[src/rtl/pipe_stage_buf_pkg.sv]
// Shared definitions for the elastic pipeline buffer: the stage payload
// structs that travel through each buffer instance as flat vectors, and
// their widths for use as the DATA_W parameter.
package pipe_stage_buf_pkg;

   // Width of the occupancy output (counts 0..2 held beats).
   localparam int OCC_W = 2;

   // The halt flag sits in bit 0 of every stage struct so HALT_BIT=0
   // works for all four buffer instances.
   typedef struct packed {
      logic [31:0] pc;
      logic [31:0] instr;
      logic        halt;
   } if_id_t;

   typedef struct packed {
      logic [31:0] pc;
      logic [31:0] rs1_val;
      logic [31:0] rs2_val;
      logic [31:0] imm;
      logic [4:0]  rd;
      logic [3:0]  alu_op;
      logic        reg_wr;
      logic        mem_rd;
      logic        mem_wr;
      logic        halt;
   } id_ex_t;

   typedef struct packed {
      logic [31:0] alu_res;
      logic [31:0] store_val;
      logic [4:0]  rd;
      logic        reg_wr;
      logic        mem_rd;
      logic        mem_wr;
      logic        halt;
   } ex_mem_t;

   typedef struct packed {
      logic [31:0] wb_val;
      logic [4:0]  rd;
      logic        reg_wr;
      logic        halt;
   } mem_wb_t;

   localparam int IF_ID_W  = $bits(if_id_t);
   localparam int ID_EX_W  = $bits(id_ex_t);
   localparam int EX_MEM_W = $bits(ex_mem_t);
   localparam int MEM_WB_W = $bits(mem_wb_t);

endpackage

[src/rtl/pipe_stage_buf_if.sv]
// Valid/ready/data handshake bundle between two pipeline stages.
// The producer side uses the master modport, the consumer side the slave.
interface pipe_stage_buf_if #(
   parameter int DATA_W = 32
);
   logic              valid;
   logic              ready;
   logic [DATA_W-1:0] data;

   modport master (
      output valid,
      output data,
      input  ready
   );

   modport slave (
      input  valid,
      input  data,
      output ready
   );
endinterface

[src/rtl/pipe_slot.sv]
// One storage element of the buffer: a valid bit plus payload.
// clear wins over load; zero_data lets a clear also wipe the payload so a
// flushed slot reads back as an all-zero bubble.
module pipe_slot #(
   parameter int DATA_W = 32
) (
   input  logic              clk,
   input  logic              reset,
   input  logic              load,
   input  logic              clear,
   input  logic              zero_data,
   input  logic [DATA_W-1:0] din,
   output logic              vld,
   output logic [DATA_W-1:0] dat
);

   // Slot register: reset, then clear, then load; otherwise hold.
   always_ff @(posedge clk) begin
      if (reset) begin
         vld <= 1'b0;
         dat <= '0;
      end else if (clear) begin
         vld <= 1'b0;
         if (zero_data) begin
            dat <= '0;
         end
      end else if (load) begin
         vld <= 1'b1;
         dat <= din;
      end
   end

endmodule

[src/rtl/pipe_stage_buf.sv]
// Elastic pipeline buffer placed between two pipeline stages. Holds one
// beat in the main slot, optionally a second beat in a skid slot so that
// in_ready can be registered. Supports flush (optionally zeroing held data),
// sticky halt capture and a saturating stall counter.
module pipe_stage_buf
   import pipe_stage_buf_pkg::*;
#(
   parameter int DATA_W       = 32,
   parameter int SKID         = 1,
   parameter int CLR_ON_FLUSH = 1,
   parameter int HALT_EN      = 1,
   parameter int HALT_BIT     = 0,
   parameter int CNT_W        = 16
) (
   input  logic             clk,
   input  logic             reset,
   input  logic             flush,
   pipe_stage_buf_if.slave  up,
   pipe_stage_buf_if.master dn,
   output logic             halted,
   output logic [OCC_W-1:0] occupancy,
   output logic [CNT_W-1:0] stall_cycles
);

   logic              in_ready;
   logic              in_fire;
   logic              out_fire;
   logic              vld_m;
   logic              vld_s;
   logic [DATA_W-1:0] dat_m;
   logic [DATA_W-1:0] din_m;
   logic              load_m;
   logic              clr_m;
   logic              zero_flush;

   assign in_fire    = up.valid && in_ready;
   assign out_fire   = vld_m && dn.ready;
   assign zero_flush = flush && (CLR_ON_FLUSH != 0);

   assign up.ready  = in_ready;
   assign dn.valid  = vld_m;
   assign dn.data   = dat_m;
   assign occupancy = OCC_W'(vld_m) + OCC_W'(vld_s);

   pipe_slot #(.DATA_W(DATA_W)) u_main (
      .clk       (clk),
      .reset     (reset),
      .load      (load_m),
      .clear     (clr_m),
      .zero_data (zero_flush),
      .din       (din_m),
      .vld       (vld_m),
      .dat       (dat_m)
   );

   generate
      if (SKID != 0) begin : g_skid
         logic              load_s;
         logic              clr_s;
         logic [DATA_W-1:0] dat_s;

         // Ready depends only on registered state, so out_ready never
         // reaches in_ready combinationally.
         assign in_ready = !reset && !halted && !vld_s;

         pipe_slot #(.DATA_W(DATA_W)) u_skid (
            .clk       (clk),
            .reset     (reset),
            .load      (load_s),
            .clear     (clr_s),
            .zero_data (zero_flush),
            .din       (up.data),
            .vld       (vld_s),
            .dat       (dat_s)
         );

         // Slot steering: a held skid beat always moves to main before any
         // new beat, so ordering is preserved.
         always_comb begin
            load_m = 1'b0;
            clr_m  = 1'b0;
            din_m  = up.data;
            load_s = 1'b0;
            clr_s  = 1'b0;
            if (flush) begin
               clr_m = 1'b1;
               clr_s = 1'b1;
            end else if (!vld_m) begin
               load_m = in_fire;
            end else if (out_fire) begin
               if (vld_s) begin
                  load_m = 1'b1;
                  din_m  = dat_s;
                  clr_s  = 1'b1;
               end else if (in_fire) begin
                  load_m = 1'b1;
               end else begin
                  clr_m = 1'b1;
               end
            end else if (in_fire) begin
               load_s = 1'b1;
            end
         end
      end else begin : g_single
         assign vld_s = 1'b0;

         // Single slot: accept whenever the slot is empty or draining now.
         assign in_ready = !reset && !halted && (!vld_m || dn.ready);

         // Main slot steering for the single-slot variant.
         always_comb begin
            load_m = 1'b0;
            clr_m  = 1'b0;
            din_m  = up.data;
            if (flush) begin
               clr_m = 1'b1;
            end else if (in_fire) begin
               load_m = 1'b1;
            end else if (out_fire) begin
               clr_m = 1'b1;
            end
         end
      end
   endgenerate

   // Sticky halt: set by an accepted halt beat (unless flushed), cleared by reset only.
   always_ff @(posedge clk) begin
      if (reset) begin
         halted <= 1'b0;
      end else if ((HALT_EN != 0) && !flush && in_fire && up.data[HALT_BIT]) begin
         halted <= 1'b1;
      end
   end

   // Stall counter: counts cycles with a held beat refused downstream, saturating at all-ones.
   always_ff @(posedge clk) begin
      if (reset) begin
         stall_cycles <= '0;
      end else if (vld_m && !dn.ready && (stall_cycles != {CNT_W{1'b1}})) begin
         stall_cycles <= stall_cycles + CNT_W'(1);
      end
   end

   a_skid_needs_main : assert property (@(posedge clk) disable iff (reset)
      !vld_m |-> !vld_s);

   a_single_occ : assert property (@(posedge clk) disable iff (reset)
      (SKID == 0) |-> (occupancy <= OCC_W'(1)));

endmodule

[src/flat_wrapper.sv]
// flat-port wrapper written by rule: the top's interface ports become plain ports
module pipe_stage_buf_flat import pipe_stage_buf_pkg::*;
#(
   parameter int DATA_W       = 32,
   parameter int SKID         = 1,
   parameter int CLR_ON_FLUSH = 1,
   parameter int HALT_EN      = 1,
   parameter int HALT_BIT     = 0,
   parameter int CNT_W        = 16
)
  (clk, reset, flush, halted, occupancy, stall_cycles, up_valid, up_data, up_ready, dn_valid, dn_data, dn_ready);
  pipe_stage_buf_if #(.DATA_W(DATA_W)) up_i ();
  pipe_stage_buf_if #(.DATA_W(DATA_W)) dn_i ();
  input  logic clk;
  input  logic reset;
  input  logic flush;
  output logic halted;
  output logic [OCC_W-1:0] occupancy;
  output logic [CNT_W-1:0] stall_cycles;
  input wire logic [$bits(up_i.valid)-1:0] up_valid;
  input wire logic [$bits(up_i.data)-1:0] up_data;
  output wire logic [$bits(up_i.ready)-1:0] up_ready;
  output wire logic [$bits(dn_i.valid)-1:0] dn_valid;
  output wire logic [$bits(dn_i.data)-1:0] dn_data;
  input wire logic [$bits(dn_i.ready)-1:0] dn_ready;
  assign up_i.valid = up_valid;
  assign up_i.data = up_data;
  assign up_ready = up_i.ready;
  assign dn_valid = dn_i.valid;
  assign dn_data = dn_i.data;
  assign dn_i.ready = dn_ready;
  pipe_stage_buf #(.DATA_W(DATA_W), .SKID(SKID), .CLR_ON_FLUSH(CLR_ON_FLUSH), .HALT_EN(HALT_EN), .HALT_BIT(HALT_BIT), .CNT_W(CNT_W)) u_core (.clk(clk), .reset(reset), .flush(flush), .up(up_i), .dn(dn_i), .halted(halted), .occupancy(occupancy), .stall_cycles(stall_cycles));
endmodule
[config.mk]
export PLATFORM = sky130hd
export DESIGN_NAME = pipe_stage_buf_flat
export DESIGN_NICKNAME = d
export VERILOG_FILES = /design/src/rtl/pipe_stage_buf_pkg.sv /design/src/rtl/pipe_stage_buf_if.sv /design/src/rtl/pipe_slot.sv /design/src/rtl/pipe_stage_buf.sv /design/src/flat_wrapper.sv
export SDC_FILE = /design/constraint.sdc
export NUM_CORES = 1
export LEC_CHECK = 0
export ABC_AREA = 1
export CORE_UTILIZATION = 45
export CTS_CLUSTER_SIZE = 25
export DETAILED_ROUTE_END_ITERATION = 6
export PLACE_DENSITY = 0.79
export REMOVE_ABC_BUFFERS = 1
export SYNTH_ARGS = -nofsm -noshare
export SYNTH_HDL_FRONTEND = slang
export SYNTH_SLANG_ARGS = --single-unit
[constraint.sdc]
create_clock -name clk -period 1.49 [get_ports clk]
set_clock_uncertainty 0.05 [all_clocks]
set_input_delay 0.3725 -clock clk [delete_from_list [all_inputs] [get_ports clk]]
set_output_delay 0.3725 -clock clk [all_outputs]
set_load 0.02 [all_outputs]
==> flow_summary.ini <==
[final_layout]
mostFrequentLayoutCell = nand2_1
multi_input_area_um2 = 2730
diodes = 0
drive_above_1_share_pct = 45.4
syn2layout_area_growth_pct = 83.0
fillCellCount = 375
utilization_pct = 86.3
design_area_um2 = 7200
register_area_um2 = 1700
final_cell_mix = nand2_1, dfxtp_1, nand2_2
nets = 817

[status]
status = complete, but fails checks
violations = design-rule violations, negative setup slack

[pwr]
p_leak_nw = 3.01
p_per_area_nw_per_um2 = 742
ir_drop_mv = 0.599

[sta]
worst_slew_pin_slew_ns = 0.485
rsz0062_at_grt = yes
slew_violations = 0
slew_headroom_pct = 67.7
finalSetupViolations = 97
period_share_pct = 143
fmax_mhz = 469
period_needed_ns = 2.13
hold_viol = 0
fin_ws_ns = -0.641

[routing]
vias = 5745
drcViolationCount = 14
drt_first_pass_iters = 7
drtIter0Drc = 758
via_per_inst = 6.48
antenna_left = 0
wl_per_cell_um = 24.8
wl_um = 22000

[floorplan]
core_area_um2 = 8340
rows = 33
die_w_um = 95.5
fp.dieH_um = 95.5
die-area_um2 = 9120
pin_count = 90
start_util_pct = 47.2

[grt]
grt_max_degree = 49
grt_pass1_wl_um = 28600
grt_pass1_vias = 5337
grt.total_usage_pct = 42.7
antenna_found_initial = 1
overflow = 0

[clock_network]
clk_latency_ns = 0.39
cts-root-buf = clkbuf_8
cts_tree = done
cts_hold_buf = 0
cts.htree.levels = 3
cts.reportedPaths.clkPinSlew_ns = 0.10
cts.sinks = 83
cts-buffers-inserted = 9
cts_buffer_depth = 2

[worst_hold_path]
min_to = u_core.halted
hold_path_class = in -> reg
whs_path_depth = 3
min_from = reset

[worst_setup_path]
crit_family = simple AND/OR/NAND/NOR gates
rr_worst_depth = 10
crit_type = reg -> reg
worst_path_most_repeated_cell = buf_6
cp-end-kind = flip-flop
start_kind = flip-flop
r2r_start = u_core.halted
r2r-end = u_core.g_skid.u_skid.dat[11]
path_cells = nor2_4 > nand3_4 > buf_6 > buf_6 > nor3_4 > buf_6 > nor2_4 > buf_6 > nand2_2 > a21oi_1
path_max_fanout = 6
slowest_delay_ns = 0.42
cp.arrival_ns = 2.31
critPathBufInv = 4
worst_ep_required_time_ns = 1.67
reg2reg_slack_ns = -0.64
slowest_stage = a21oi_1

[run]
drv_cap = 0

[yosys]
ys_types = 31
synthDominantCellAreaShare_pct = 42.2
ys.flop_type = dfxtp_1
synth_seq_cells = 83
syn_area_um2 = 3940
synth-edff-count = 0
async_flop_share_pct = 0
synth.avg_cell_area_um2 = 6.58
synth_warnings = 0
yosys.area.top_type = dfxtp_1
synthTopCellsByArea = dfxtp_1, nand2_1, a21oi_1, nor2_1, inv_1
syn_inst = 598
yosysSeqAreaShare_pct = 42.2

[place]
placed_area_um2 = 5230
hpwl_um = 7130
gp_congestion = 0.839
portBuffers = 89
repair_timing:
| item | in CTS | in global routing |
|---|---|---|
| gates resized for setup | 310 | 162 |
| buffers inserted | 48 | 21 |
| pin swaps | 41 | 38 |
| hold endpoints to repair | 0 | 0 |
| setup endpoints to repair | 135 | 125 |
| cloned | 21 | 1 |
stage by stage:
| step | power, mW | setup TNS (ns) | hold slack [ns] | setup WS, ns | instances |
|---|---|---|---|---|---|
| floorplan | 2.68 | -69.71 | 0.380 | -1.22 | 565 |
| global placement | 3.06 | -42.50 | 0.394 | -0.653 | 804 |
| detailed placement | 3.08 | -47.74 | 0.399 | -0.748 | 804 |
| CTS | 5.11 | -9.39 | 0.311 | -0.238 | 884 |
| global route | 5.46 | -27.56 | 0.315 | -0.640 | 887 |
| finish | 5.34 | -23.95 | 0.326 | -0.641 | 887 |
cells in the mapped netlist, types with 2 or more instances:
cell        n
nand4_1     3
nor2_1     77
buf_4       6
nand2_1   210
clkbuf_1   10
dfxtp_1    83
xor2_1      2
buf_2      14
nand4_2     2
nand3_1    21
inv_2       3
a21oi_1    60
o21ai_1    23
buf_6       2
xnor2_1     4
nor3_1      4
ha_1        2
inv_1      45
o21ai_0    14
nand3_2     2
per-layer routing:
layer	track usage [%]	vias up	wire length [um]
li1	-	2256	-
met1	47.9	2647	7320
met2	69.6	605	9940
met3	10.1	235	2600
met4	32.5	2	2120
met5	0	-	13
cell families (layout without fill, tap and decap cells):
family | after synthesis | in the layout | share of synthesized area, %
and+or+nand+nor | 324 | 325 | 33.4
adders and majority gates | 2 | 2 | 0.636
DFF | 83 | 83 | 42.2
xor gates and xnor gates | 6 | 6 | 1.34
buffers and inverters | 82 | 264 | 9.22
AOI/OAI and AO/OA | 101 | 102 | 13.2
tightest hold or removal path, cell delays in order:
cell and delay (ns):
buf_2 0.18, buf_4 0.13, nor2_1 0.04
power breakdown:
group / internal (mW) / total (mW) / switching [mW]
logic: 0.480 / 1.08 / 0.601
clock network: 0.942 / 1.92 / 0.976
registers: 2.28 / 2.34 / 0.0631
final cells by class:
class                           instances  share of cell area (%)
Clock buffer                            9                    1.72
Clock inverter                          6                    1.25
Inverter                               49                    2.73
Multi-Input combinational cell        435                    37.9
Sequential cell                        83                    23.6
Tap cell                              105                    1.82
Timing Repair Buffer                  200                    31.1
registers in the layout (all words and copies together) (netlist names):
name                      count
u_core.g_skid.u_skid.dat     32
u_core.g_skid.u_skid.vld      1
u_core.halted                 1
u_core.stall_cycles          16
u_core.u_main.dat            32
u_core.u_main.vld             1
worst max-delay path by stage:
stage / end / cells after the start / slack (ns) / from
CTS: u_core.g_skid.u_skid.dat[25] / 12 / -0.24 / u_core.halted
global route: u_core.g_skid.u_skid.dat[11] / 10 / -0.64 / u_core.g_skid.u_skid.vld
global placement: u_core.u_main.dat[1] / 7 / -0.65 / up_valid
detailed placement: u_core.u_main.dat[12] / 8 / -0.75 / dn_ready
floorplan: u_core.u_main.dat[0] / 5 / -1.22 / u_core.u_main.vld
finish: u_core.g_skid.u_skid.dat[11] / 10 / -0.64 / u_core.halted
(Power assumes the default switching activity.)
